==> src/rtl/column_scan_loader.sv <==
// column_scan_loader
//   Streams configuration into a vertically tiled CLB column. Words arrive on a
//   valid/ready interface and are shifted out MSB-first, one bit per cycle:
//   first CLB_LEN bits into the clb chain, then CONN_LEN bits into the conn
//   chain. A trailing word carries a CRC-8 (poly 0x07, init 0x00) over all
//   shifted bits in shift order. scan_clk_en gates the external scan clock.
//
// Handshake: a word transfers on a rising clk edge where cfg_valid && cfg_ready.
//   cfg_ready depends only on registered state, never on cfg_valid. The
//   producer holds cfg_data stable while cfg_valid is high and not accepted.
//
// Ports
//   clk, rst_n            fabric clock, asynchronous active-low reset
//   start, abort          begin a load (IDLE only) / return to IDLE (any state)
//   cfg_valid/ready/data  configuration word stream
//   clb_scan_in/en        serial data and shift enable for the clb chain
//   conn_scan_in/en       serial data and shift enable for the conn chain
//   scan_clk_en           high exactly on shift cycles
//   busy, done, error     status: not idle / good-CRC pulse / sticky CRC error
//   state_dbg             current FSM state, for debug and checkers
module column_scan_loader #(
    parameter int NUM_TILES = 8,
    parameter int CLB_BITS  = 8,
    parameter int CONN_BITS = 8,
    parameter int WORD_W    = 8
) (
    input  logic              clk,
    input  logic              rst_n,
    input  logic              start,
    input  logic              abort,
    input  logic              cfg_valid,
    output logic              cfg_ready,
    input  logic [WORD_W-1:0] cfg_data,
    output logic              clb_scan_in,
    output logic              clb_scan_en,
    output logic              conn_scan_in,
    output logic              conn_scan_en,
    output logic              scan_clk_en,
    output logic              busy,
    output logic              done,
    output logic              error,
    output logic [1:0]        state_dbg
);

    localparam int CLB_LEN  = NUM_TILES * CLB_BITS;
    localparam int CONN_LEN = NUM_TILES * CONN_BITS;
    localparam int MAX_LEN  = (CLB_LEN > CONN_LEN) ? CLB_LEN : CONN_LEN;
    localparam int CW       = $clog2(MAX_LEN + 1);
    localparam int SW       = $clog2(WORD_W + 1);

    localparam logic [CW-1:0] CLB_WORDS  = CW'(CLB_LEN / WORD_W);
    localparam logic [CW-1:0] CONN_WORDS = CW'(CONN_LEN / WORD_W);
    localparam logic [CW-1:0] CLB_LAST   = CW'(CLB_LEN - 1);
    localparam logic [CW-1:0] CONN_LAST  = CW'(CONN_LEN - 1);

    typedef enum logic [1:0] {
        S_IDLE      = 2'd0,
        S_LOAD_CLB  = 2'd1,
        S_LOAD_CONN = 2'd2,
        S_CHECK     = 2'd3
    } state_t;

    state_t            state;
    logic [WORD_W-1:0] sh_reg;    // bit WORD_W-1 is the bit on scan_in
    logic [SW-1:0]     sh_cnt;    // bits still to shift from sh_reg
    logic [CW-1:0]     bit_cnt;   // bits shifted into the current chain
    logic [CW-1:0]     word_cnt;  // words accepted for the current chain
    logic [7:0]        crc;

    logic          loading;
    logic          shifting;
    logic          accept;
    logic          scan_bit;
    logic          crc_fb;
    logic [7:0]    crc_next;
    logic [CW-1:0] chain_words;
    logic [CW-1:0] chain_last;

    always_comb begin
        loading     = (state == S_LOAD_CLB) || (state == S_LOAD_CONN);
        shifting    = loading && (sh_cnt != '0);
        chain_words = (state == S_LOAD_CLB) ? CLB_WORDS : CONN_WORDS;
        chain_last  = (state == S_LOAD_CLB) ? CLB_LAST : CONN_LAST;
        // A new word may land while the last bit of the previous one shifts,
        // but never once the current chain has all its words: a word must
        // not straddle the clb/conn boundary.
        cfg_ready   = (loading && (sh_cnt <= SW'(1)) && (word_cnt < chain_words))
                    || (state == S_CHECK);
        accept      = cfg_valid && cfg_ready;
        scan_bit    = sh_reg[WORD_W-1];
        crc_fb      = crc[7] ^ scan_bit;
        crc_next    = {crc[6:0], 1'b0} ^ (crc_fb ? 8'h07 : 8'h00);
    end

    // The shifter zero-fills, so scan_in is 0 whenever its chain is not shifting.
    assign clb_scan_en  = shifting && (state == S_LOAD_CLB);
    assign conn_scan_en = shifting && (state == S_LOAD_CONN);
    assign clb_scan_in  = (state == S_LOAD_CLB) && scan_bit;
    assign conn_scan_in = (state == S_LOAD_CONN) && scan_bit;
    assign scan_clk_en  = clb_scan_en | conn_scan_en;
    assign busy         = (state != S_IDLE);
    assign state_dbg    = state;

    always_ff @(posedge clk or negedge rst_n) begin
        if (!rst_n) begin
            state    <= S_IDLE;
            sh_reg   <= '0;
            sh_cnt   <= '0;
            bit_cnt  <= '0;
            word_cnt <= '0;
            crc      <= 8'h00;
            done     <= 1'b0;
            error    <= 1'b0;
        end else if (abort) begin
            // Discard everything in flight; error keeps its value.
            state    <= S_IDLE;
            sh_reg   <= '0;
            sh_cnt   <= '0;
            bit_cnt  <= '0;
            word_cnt <= '0;
            done     <= 1'b0;
        end else begin
            done <= 1'b0;
            case (state)
                S_IDLE: begin
                    if (start) begin
                        state    <= S_LOAD_CLB;
                        error    <= 1'b0;
                        crc      <= 8'h00;
                        sh_reg   <= '0;
                        sh_cnt   <= '0;
                        bit_cnt  <= '0;
                        word_cnt <= '0;
                    end
                end
                S_LOAD_CLB, S_LOAD_CONN: begin
                    if (shifting) begin
                        crc     <= crc_next;
                        bit_cnt <= bit_cnt + CW'(1);
                    end
                    if (accept) begin
                        sh_reg   <= cfg_data;
                        sh_cnt   <= SW'(WORD_W);
                        word_cnt <= word_cnt + CW'(1);
                    end else if (shifting) begin
                        sh_reg <= sh_reg << 1;
                        sh_cnt <= sh_cnt - SW'(1);
                    end
                    // No word can be accepted on the chain's last bit, so the
                    // counter reset here never races an accept.
                    if (shifting && (bit_cnt == chain_last)) begin
                        state    <= (state == S_LOAD_CLB) ? S_LOAD_CONN : S_CHECK;
                        bit_cnt  <= '0;
                        word_cnt <= '0;
                    end
                end
                S_CHECK: begin
                    if (accept) begin
                        state <= S_IDLE;
                        if (cfg_data[7:0] == crc) done  <= 1'b1;
                        else                      error <= 1'b1;
                    end
                end
                default: state <= S_IDLE;
            endcase
        end
    end

endmodule

==> config.mk <==
export PLATFORM = sky130hd
export DESIGN_NAME = column_scan_loader
export DESIGN_NICKNAME = d
export VERILOG_FILES = /design/src/rtl/column_scan_loader.sv
export SDC_FILE = /design/constraint.sdc
export NUM_CORES = 1
export LEC_CHECK = 0
export ABC_AREA = 0
export BUFFER_PORTS_ARGS = -buffer_cell sky130_fd_sc_hd__buf_2
export CAP_MARGIN = 0
export CORE_AREA = 2 2 93 68
export CTS_CLUSTER_DIAMETER = 50
export DETAILED_ROUTE_END_ITERATION = 7
export DIE_AREA = 0 0 95 70
export PLACE_DENSITY_LB_ADDON = 0.15
export SLEW_MARGIN = 20
export SYNTH_ARGS = -nofsm -noshare
export SYNTH_HDL_FRONTEND = slang
export SYNTH_SLANG_ARGS = --single-unit
==> constraint.sdc <==
create_clock -name clk -period 3.8 [get_ports clk]
set_input_delay 0.76 -clock clk [delete_from_list [all_inputs] [get_ports clk]]
set_output_delay 0.76 -clock clk [all_outputs]
set_load 0.01 [all_outputs]
==> results of run 1 <==
==> power groups by stage <==
stage          sequential [mW]  combinational [mW]  clock [mW]
6_report                 0.522               0.830       0.420
5_1_grt                  0.532               0.922       0.447
4_1_cts                  0.520               0.831       0.428
3_5_place_dp             0.528               0.826           0
3_3_place_gp             0.526               0.827           0
2_1_floorplan            0.521               0.612           0
==> worst max-delay path by stage <==
stage	startpoint	to	slack [ns]	depth (start not counted)
after global routing	state_dbg[1]	cfg_ready	0.95	5
after global placement	state_dbg[0]	sh_reg[5]	1.26	7
after floorplan	state_dbg[0]	cfg_ready	1.43	5
after CTS	state_dbg[0]	cfg_ready	1.07	5
final	state_dbg[0]	cfg_ready	1.10	5
after detailed placement	state_dbg[0]	sh_reg[5]	1.20	7
==> kinds of logic after synthesis <==
kind of cell | after synthesis | share of synthesized area
fa+ha+maj | 8 | 0.0450
simple gates | 85 | 0.210
compound gates | 57 | 0.189
xor+xnor | 11 | 0.0433
buf+inv | 32 | 0.0568
flops | 38 | 0.427
mux | 6 | 0.0287
==> layer usage <==
layer	vias up	track usage	share of wire
met5	-	0	0
met4	0	0.0531	0.012
met3	7	0.0345	0.046
met2	41	0.210	0.39
met1	862	0.289	0.55
li1	903	-	-
==> metrics by stage <==
stage                     instances  setup slack, ns  cell area, um2   util
after floorplan                 237             1.43            2230      -
after global placement          332             1.26            2420  0.409
after detailed placement        332             1.20            2420  0.409
after CTS                       340             1.07            2560  0.433
after global routing            340            0.950            2560  0.433
final                           340             1.10            2560  0.433
==> layout by cell type, fill, tap and decap left out, types with 4 or more instances in the layout <==
master,instances
or2_2,4
o221ai_1,5
nand3_1,12
clkbuf_8,5
o211ai_1,4
nand2_1,22
inv_1,23
o21ai_0,13
nor4_1,4
xnor2_1,8
a21oi_1,8
a22o_1,9
nor2_1,9
dfrtp_1,38
ha_1,8
nand2b_1,5
and3_1,6
buf_2,23
==> area by class of cell <==
class                   count  area, um2  area share
multi-input cells         167       1150       0.449
clock buffers               5       68.8      0.0269
inverters                  23       86.3      0.0337
well taps                  78       97.6      0.0381
clock inverters             3       68.8      0.0269
repair buffers             26        138      0.0538
flip-flops and latches     38        951       0.372
==> reports/qor_table.md, run 1 <==
| Metric | This run |
| --- | --- |
| Switching power share of the total | 0.414 |
| Number of setup violations in the final report | 0 |
| Worst path slowest cell | ha_1 |
| Post-synthesis instance total | 237 |
| Endpoint type of the worst setup path | output port |
| Max Buffers Root-to-Sink | 2 |
| Status | finished, final reports clean |
| RSZ-0062 raised after global routing | false |
| Resize count post-CTS | 0 |
| Syn_nets | 258 |
| Max Clock Freq | 370 MHz |
| Count of fill cells added during filler insertion | 605 |
| WL final | 5.28 mm |
| Relative contribution of the clock network to total power | 0.237 |
| Cell with the most instances after synthesis | dfrtp_1 |
| # nets final | 282 |
| Largest cells by area after synthesis | dfrtp_1 (43%), ha_1 (4.5%), inv_1 (3.9%) |
| Fraction of registers with async set or reset after synthesis | 1.00 |
| Pin count of the biggest net entering global routing | 39 |
| Global-route congestion overflow total | 0 |
| CTS buffer count | 5 |
| Diodes inserted | 0 |
| Reg2Reg Capture Point | sh_reg[5] |
| Worst-path clk slew | 0.07 ns |
| Residual DRC | 0 |
| Min-Delay Path Depth | 1 |
| Critical Setup Path Class | flop to output port |
| Number of endpoints with negative hold slack in the final report | 0 |
| Post-synthesis average cell area | 9.39 um2 |
| Post-DRT Antenna Nets | 0 |
| Fin Setup TNS | 0 ns |
| Total of warnings raised by yosys | 0 |
| Number of buffer cells added on primary ports | 23 |
| Clk Latency, worst-skew pair | 0.30 ns |
| Global-route wire length before repair | 8.66 mm |
| Comb power frac | 0.468 |
| Top flip-flop cell by instance count after synthesis | dfrtp_1 |
| Die Y-Extent | 70 um |
| CTS tree | done |
| Width of the die | 95 um |
| Slowest stage delay, CP | 0.47 ns |
| Vias/cell | 5.33 |
| Pwr Density | 692 mW/mm2 |
| Worst rel slew slack | 0.392 |
| RD Place Congestion | 0.776 |
| R2r startpoint | state_dbg[0] |
| Max-cap violation count | 0 |
| Detailed Place HPWL | 3.83 mm |
| Cell type group with the largest total delay on the critical path | adder cells |
| Crit path cell chain | inv_1, ha_1, inv_1, o41ai_1, buf_2 |
| Switching power | 0.733 mW |
| Gr usage total | 0.171 |
| Clock tree skew after final layout | 0.0149 ns |
| Total via count in the routed design | 1,813 |
| Depth of the CTS H-tree | 2 |
| Yosys top cell by area | dfrtp_1 |
| Post-synthesis cell area | 0.00223 mm2 |
| Num Clock Sinks | 38 |
| Number of enable flip-flop cells after synthesis | 0 |
| Ranking of synthesized cells by instance count | dfrtp_1 (38), inv_1 (23), nand2_1 (22), o21ai_0 (13), nand3_1 (12) |
| Setup slack, reg-to-reg | 1.17 ns |
| Initial antenna violation count | 0 |
| Type of element launching the critical path | flop |
| Worst VDD drop | 0.000240 V |
| WL/cell | 15.5 um |
| P&R area growth vs syn | 15.0% |
| Sequential share of power | 0.295 |
| Proportion of netlist area held by the largest area contributor | 0.427 |
| Number of distinct library cell variants in the gate-level netlist after synthesis | 47 |
| Critical path arrival | 1.94 ns |
| Data required time of the worst path | 3.04 ns |
| Number of pins exceeding their max-slew limit in the final report | 0 |
| Period Utilization, post-route | 0.711 |
| DR pass1 iterations | 4 |
| Area inside the core boundary | 0.00592 mm2 |
| Total internal power | 1.04 mW |
| Via count of the first global-routing pass | 1,654 |
| Root Buffer Master | clkbuf_8 |
| Min Tclk post-route | 2.70 ns |
| Sequential element share of the synthesized area | 0.427 |
| Placement row count | 24 |
| Number of synthesized register bits | 38 |
| Lkg Pwr | 1.15 nW |
| Buffer count from post-CTS setup fixing | 0 |
| Die footprint | 0.00665 mm2 |
| Kind of path behind the tightest hold check | flop to flop |
| R2r worst-path depth | 7 |
| Transition at the pin with the smallest max-transition slack | 0.908 ns |
| Maximum fanout along the worst path | 11 |
| Number of violations reported at the end of detailed-routing iteration 0 | 114 |
| Hold Slack | 0.503 ns |
| Beginning of the worst hold path | bit_cnt[4] |
| Layout cell share with drive strength beyond 1 | 0.176 |
| Tot Pwr | 1.77 mW |
| Starting utilization of the core area | 0.376 |
| Cell with the most instances on the worst path | inv_1 |
| Post-CTS Hold Fix Bufs | 0 |
| Ports placed on the boundary | 24 |
| Number of buffers and inverters on the critical path | 3 |
| Worst-case hold path end point | bit_cnt[4] |
(Power assumes the default switching activity.)
==> inputs of run 2 (changes only) <==
==> constraint.sdc (replaced) <==
create_clock -name clk -period 2.4 [get_ports clk]
set_input_delay 0.48 -clock clk [delete_from_list [all_inputs] [get_ports clk]]
set_output_delay 0.48 -clock clk [all_outputs]
set_load 0.01 [all_outputs]
==> run 2 against run 1 <==
  * Via count barely moved
  * Setup slack lost 0.96 ns
  * First-iteration DRC count rose by 6.1%
  * Die area unchanged
==> reports/qor_table.md, run 2 (same netlist as run 1, synthesis figures left out) <==
| Metric | This run |
| --- | --- |
| Status | finished, final reports clean |
| DR WL met3 | 309 um |
| Slowest stage delay, CP | 0.42 ns |
| WL/cell | 15.5 um |
| RSZ-0062 raised after global routing | false |
| Fin Setup TNS | 0 ns |
| Max Clock Freq | 443 MHz |
| Placement row count | 24 |
| WL final | 5.42 mm |
| Type of element launching the critical path | flop |
| Die Y-Extent | 70 um |
| Number of buffer cells added on primary ports | 23 |
| Total via count in the routed design | 1,812 |
| Residual DRC | 0 |
| Clk Latency, worst-skew pair | 0.30 ns |
| Leading cell type in the layout, fill and taps excluded | dfrtp_1 |
| Total routed wire length on the met1 layer | 2.97 mm |
| Number of pins exceeding their max-slew limit in the final report | 0 |
| Critical Setup Path Class | flop to output port |
| Worst path slowest cell | or3b_4 |
| Initial antenna violation count | 0 |
| Max Buffers Root-to-Sink | 2 |
| Vias/cell | 5.18 |
| Crit path cell chain | inv_1, ha_2, or3b_4, and3_1, buf_2 |
| Global-route wire length before repair | 9.11 mm |
| Via count of the first global-routing pass | 1,763 |
| Ports placed on the boundary | 24 |
| Num Clock Sinks | 38 |
| Worst VDD drop | 0.000383 V |
| Pin count of the biggest net entering global routing | 17 |
| Data required time of the worst path | 1.92 ns |
| DR pass1 iterations | 4 |
| Min Tclk post-route | 2.26 ns |
| Period Utilization, post-route | 0.941 |
| Die footprint | 0.00665 mm2 |
| Wire length on met2 | 2.07 mm |
| Area inside the core boundary | 0.00592 mm2 |
| Root Buffer Master | clkbuf_8 |
| CTS buffer count | 5 |
| Kind of path behind the tightest hold check | primary input to async pin |
| Critical path arrival | 1.78 ns |
| P&R area growth vs syn | 16.9% |
| Global-route congestion overflow total | 0 |
| Final Cell Area | 0.00260 mm2 |
| Number of endpoints with negative hold slack in the final report | 0 |
| Starting utilization of the core area | 0.376 |
| Lkg Pwr | 1.18 nW |
| Number of violations reported at the end of detailed-routing iteration 0 | 121 |
| Width of the die | 95 um |
| Post-DRT Antenna Nets | 0 |
| Buffer count from post-CTS setup fixing | 0 |
| Diodes inserted | 0 |
| Pwr Density | 1050 mW/mm2 |
| RD Place Congestion | 0.889 |
| Worst-path clk slew | 0.08 ns |
| Endpoint type of the worst setup path | output port |
| Maximum fanout along the worst path | 7 |
| Depth of the CTS H-tree | 2 |
| Most frequent cells in the layout | dfrtp_1 (38), inv_1 (23), buf_2 (23) |
| CTS tree | done |
| Gr usage total | 0.178 |
| Clock tree skew after final layout | 0.00931 ns |
| Count of fill cells added during filler insertion | 594 |
| Number of setup violations in the final report | 0 |
| Worst rel slew slack | 0.597 |
| Detailed Place HPWL | 4.08 mm |
| Placement Cell Area | 0.00250 mm2 |
| # nets final | 293 |
| Transition at the pin with the smallest max-transition slack | 0.604 ns |
| Layout cell share with drive strength beyond 1 | 0.221 |
| Max-cap violation count | 0 |
| Highest routed layer | met4 |
run 2: cell count changes in the layout (fill, tap and decap cells not counted):
cell,delta
buf_4,+11
bufinv_16,-2
clkinv_2,+2
ha_1,-2
ha_2,+2
clkinv_4,-1
nor4_1,-1
nor4_2,+1
o41ai_1,-1
o41ai_2,+1
run 2: per-stage QoR:
stage	power, mW	setup WS, ns	utilization	hold WS [ns]	instances
5_1_grt	2.95	0.0434	0.440	0.130	350
2_1_floorplan	1.79	0.137	-	0.184	237
6_report	2.74	0.141	0.440	0.110	350
3_5_place_dp	2.29	0.126	0.423	0.443	343
3_3_place_gp	2.28	0.178	0.423	0.442	343
4_1_cts	2.72	0.0172	0.437	0.118	350
run 2: worst max-delay path: cells and delay by family (launching register included):
family        cells  cell delay (ns)
fa+ha+maj         1             0.25
flops             1             0.39
simple gates      2             0.62
buf+inv           2             0.24
run 2: final timing paths:
kind / start / end / slack (ns) / depth (start not counted)
worst min register to register: bit_cnt[4] / bit_cnt[4] / 0.50 / 1
min in group clk: cfg_data[0] / sh_reg[0] / 0.47 / 3
worst max register to register: state_dbg[1] / word_cnt[3] / 0.20 / 7
worst max-delay path: sh_cnt[0] / clb_scan_en / 0.14 / 5
worst min-delay path: rst_n / error / 0.11 / 1
max in group asynchronous: rst_n / sh_cnt[0] / 1.73 / 2
run 2: metal layers:
metal  up-vias  track usage
met3         8       0.0518
met5         -            0
met2        38        0.217
li1        929            -
met1       837        0.293
met4         0       0.0483
run 2: layout make-up:
type	count	area, um2	area share
multi-input combinational	167	1170	0.449
sequential	38	951	0.366
timing repair buffer	37	220	0.0847
tap	78	97.6	0.0375
inverter	23	86.3	0.0332
clock buffer	5	68.8	0.0265
clock inverter	2	10.0	0.00385
run 2: where the power goes:
part,leakage [nW],internal (mW),switching [mW]
registers,0.525,0.735,0.0801
logic,0.615,0.627,0.867
clock network,0.0438,0.195,0.233
run 2: what timing repair did:
action	4_1_cts	5_1_grt
setup endpoints to repair	0	2
resized for setup	0	4
hold buffers	0	0
==> inputs of run 3 (changes only) <==
--- a/config.mk
+++ b/config.mk
@@ -9,6 +9,7 @@
 export BUFFER_PORTS_ARGS = -buffer_cell sky130_fd_sc_hd__buf_2
 export CAP_MARGIN = 0
 export CORE_AREA = 2 2 93 68
+export CTS_BUF_LIST = sky130_fd_sc_hd__clkbuf_8
 export CTS_CLUSTER_DIAMETER = 50
 export DETAILED_ROUTE_END_ITERATION = 7
 export DIE_AREA = 0 0 95 70
==> constraint.sdc (replaced) <==
create_clock -name clk -period 2.5 [get_ports clk]
set_input_delay 0.5 -clock clk [delete_from_list [all_inputs] [get_ports clk]]
set_output_delay 0.5 -clock clk [all_outputs]
set_load 0.01 [all_outputs]
==> run 3 against run 2 <==
  * Setup slack improved by 0.038 ns
  * Critical path depth unchanged
  * Core utilization shrank 0.59 points
  * Power is 7.1% lower
  * Count of clock-buffer cells in the layout unchanged
  * Sequential power decreased by 3.7%
  * Cell area is 1.3% lower
  * Wire length decreased by 0.92%
  * Global-route usage decreased by 0.46 points
  * Die area unchanged
  * Critical endpoint is now conn_scan_en
  * Largest cell class unchanged
  * Largest power group unchanged
==> reports/qor_table.md, run 3 (same netlist as run 1, synthesis figures left out) <==
| Metric | This run |
| --- | --- |
| Worst path slowest cell | or3b_4 |
| Worst VDD drop | 0.000439 V |
| Switching power share of the total | 0.431 |
| Num Clock Sinks | 38 |
| Tot Pwr | 2.54 mW |
| Min Tclk post-route | 2.32 ns |
| Root Buffer Master | clkbuf_8 |
| Worst Setup Slack, final | 0.179 ns |
| P&R area growth vs syn | 15.3% |
| Residual DRC | 0 |
| Lkg Pwr | 1.16 nW |
| Critical Setup Path Class | flop to output port |
| Most frequent cells in the layout | dfrtp_1 (38), inv_1 (25), buf_2 (23) |
| Max-cap violation count | 0 |
| Layout cell share with drive strength beyond 1 | 0.195 |
| Comb power frac | 0.536 |
| Die footprint | 0.00665 mm2 |
| Pwr Density | 991 mW/mm2 |
| R2r worst-path depth | 6 |
| Global-route wire length before repair | 8.76 mm |
| Number of endpoints with negative hold slack in the final report | 0 |
| Total via count in the routed design | 1,835 |
| R2r startpoint | sh_cnt[0] |
| Cell type group with the largest total delay on the critical path | simple AND/OR/NAND/NOR gates |
| Total internal power | 1.45 mW |
| Diodes inserted | 0 |
| Number of violations reported at the end of detailed-routing iteration 0 | 100 |
| Critical path arrival | 1.82 ns |
| RD Place Congestion | 0.830 |
| Post-DRT Antenna Nets | 0 |
| Data required time of the worst path | 2.00 ns |
| Fin Setup TNS | 0 ns |
| CTS buffer count | 5 |
| Relative contribution of the clock network to total power | 0.155 |
| Placement row count | 24 |
| Area inside the core boundary | 0.00592 mm2 |
| # nets final | 288 |
| Worst-path clk slew | 0.07 ns |
| Max Buffers Root-to-Sink | 2 |
| Max Clock Freq | 431 MHz |
| DR pass1 iterations | 4 |
| Clk Latency, worst-skew pair | 0.29 ns |
| Vias/cell | 5.32 |
| Initial antenna violation count | 0 |
| Period Utilization, post-route | 0.928 |
| CTS tree | done |
| Starting utilization of the core area | 0.376 |
| Gr usage total | 0.173 |
| Kind of path behind the tightest hold check | primary input to async pin |
| Depth of the CTS H-tree | 2 |
| Ports placed on the boundary | 24 |
| Switching power | 1.10 mW |
| Number of buffers and inverters on the critical path | 2 |
| Endpoint type of the worst setup path | output port |
| Global-route congestion overflow total | 0 |
| Buffer count from post-CTS setup fixing | 0 |
| Type of element launching the critical path | flop |
| Worst rel slew slack | 0.428 |
| Number of pins exceeding their max-slew limit in the final report | 0 |
| WL final | 5.37 mm |
| Via count of the first global-routing pass | 1,685 |
| Setup slack, reg-to-reg | 0.26 ns |
| Count of fill cells added during filler insertion | 591 |
| Width of the die | 95 um |
| Slowest stage delay, CP | 0.43 ns |
| Die Y-Extent | 70 um |
| Detailed Place HPWL | 3.92 mm |
| Transition at the pin with the smallest max-transition slack | 0.858 ns |
| Maximum fanout along the worst path | 7 |
| Reg2Reg Capture Point | word_cnt[4] |
| Clock tree skew after final layout | 0.00982 ns |
| Crit path cell chain | inv_1, ha_1, or3b_4, and3_1, buf_2 |
| Number of buffer cells added on primary ports | 23 |
| RSZ-0062 raised after global routing | false |
| Status | finished, final reports clean |
| Pin count of the biggest net entering global routing | 39 |
| WL/cell | 15.6 um |
| Number of setup violations in the final report | 0 |
| Sequential share of power | 0.309 |
| Worst setup slack before clock tree synthesis | 0.145 ns |
| Leading cell type in the layout, fill and taps excluded | dfrtp_1 |
## run 3: changes by cell type in the layout (fill, tap and decap cells not counted)
cell	delta
inv_1	+2
ha_2	-2
nor3b_1	-1
o41ai_2	-1
buf_4	-5
nor3b_2	+1
ha_1	+1
clkinv_2	-2
ha_4	+1
o41ai_1	+1
## run 3: power by group through the flow
| stage | clock [mW] | sequential [mW] | combinational, mW |
|---|---|---|---|
| finish | 0.394 | 0.785 | 1.36 |
| global route | 0.441 | 0.797 | 1.51 |
| CTS | 0.408 | 0.784 | 1.32 |
| detailed placement | 0 | 0.794 | 1.32 |
| global placement | 0 | 0.794 | 1.32 |
| floorplan | 0 | 0.791 | 0.930 |
## run 3: worst max-delay path by stage
| stage | start | endpoint | slack (ns) | depth (start not counted) |
|---|---|---|---|---|
| after floorplan | state_dbg[0] | sh_reg[5] | 0.24 | 7 |
| after global placement | state_dbg[0] | word_cnt[4] | 0.24 | 7 |
| after detailed placement | state_dbg[0] | word_cnt[4] | 0.15 | 7 |
| after CTS | sh_cnt[0] | scan_clk_en | 0.02 | 5 |
| after global routing | state_dbg[1] | cfg_ready | 0.08 | 5 |
| final | sh_cnt[0] | conn_scan_en | 0.18 | 5 |
## run 3: metrics by stage
step | util | std cells | cell area (um2) | hold WS (ns)
finish | 0.434 | 345 | 2570 | 0.323
global route | 0.434 | 345 | 2570 | 0.394
CTS | 0.430 | 345 | 2540 | 0.372
detailed placement | 0.417 | 338 | 2470 | 0.500
global placement | 0.417 | 338 | 2470 | 0.496
floorplan | - | 237 | 2230 | 0.204
## run 3: layer usage
layer  track usage  vias to the layer above  wire [um]
met5             0                        -          0
met1         0.285                      858       2790
met4        0.0483                        0         62
met3        0.0421                        7        324
li1              -                      915          -
met2         0.217                       55       2190
## run 3: cell type report
cell class                      instances  area [um2]  share of cell area
Clock inverter                          2        7.51             0.00293
Sequential cell                        38         951               0.371
Tap cell                               78        97.6              0.0380
Clock buffer                            5        68.8              0.0268
Timing Repair Buffer                   32         183              0.0712
Inverter                               23        86.3              0.0336
Multi-Input combinational cell        167        1170               0.457
## run 3: timing repair
action | CTS | global route
gates resized for setup | 0 | 4
hold buffers | 0 | 0
endpoints found under the setup margin | 0 | 3
## run 3: worst register-to-register path: cells and delay by family, from the launching register on
| family | cells | cell delay [ns] |
|---|---|---|
| buffers and inverters | 1 | 0.09 |
| adders and majority gates | 1 | 0.29 |
| and+or+nand+nor | 2 | 0.86 |
| DFF | 1 | 0.39 |
| AOI/OAI and AO/OA | 2 | 0.53 |
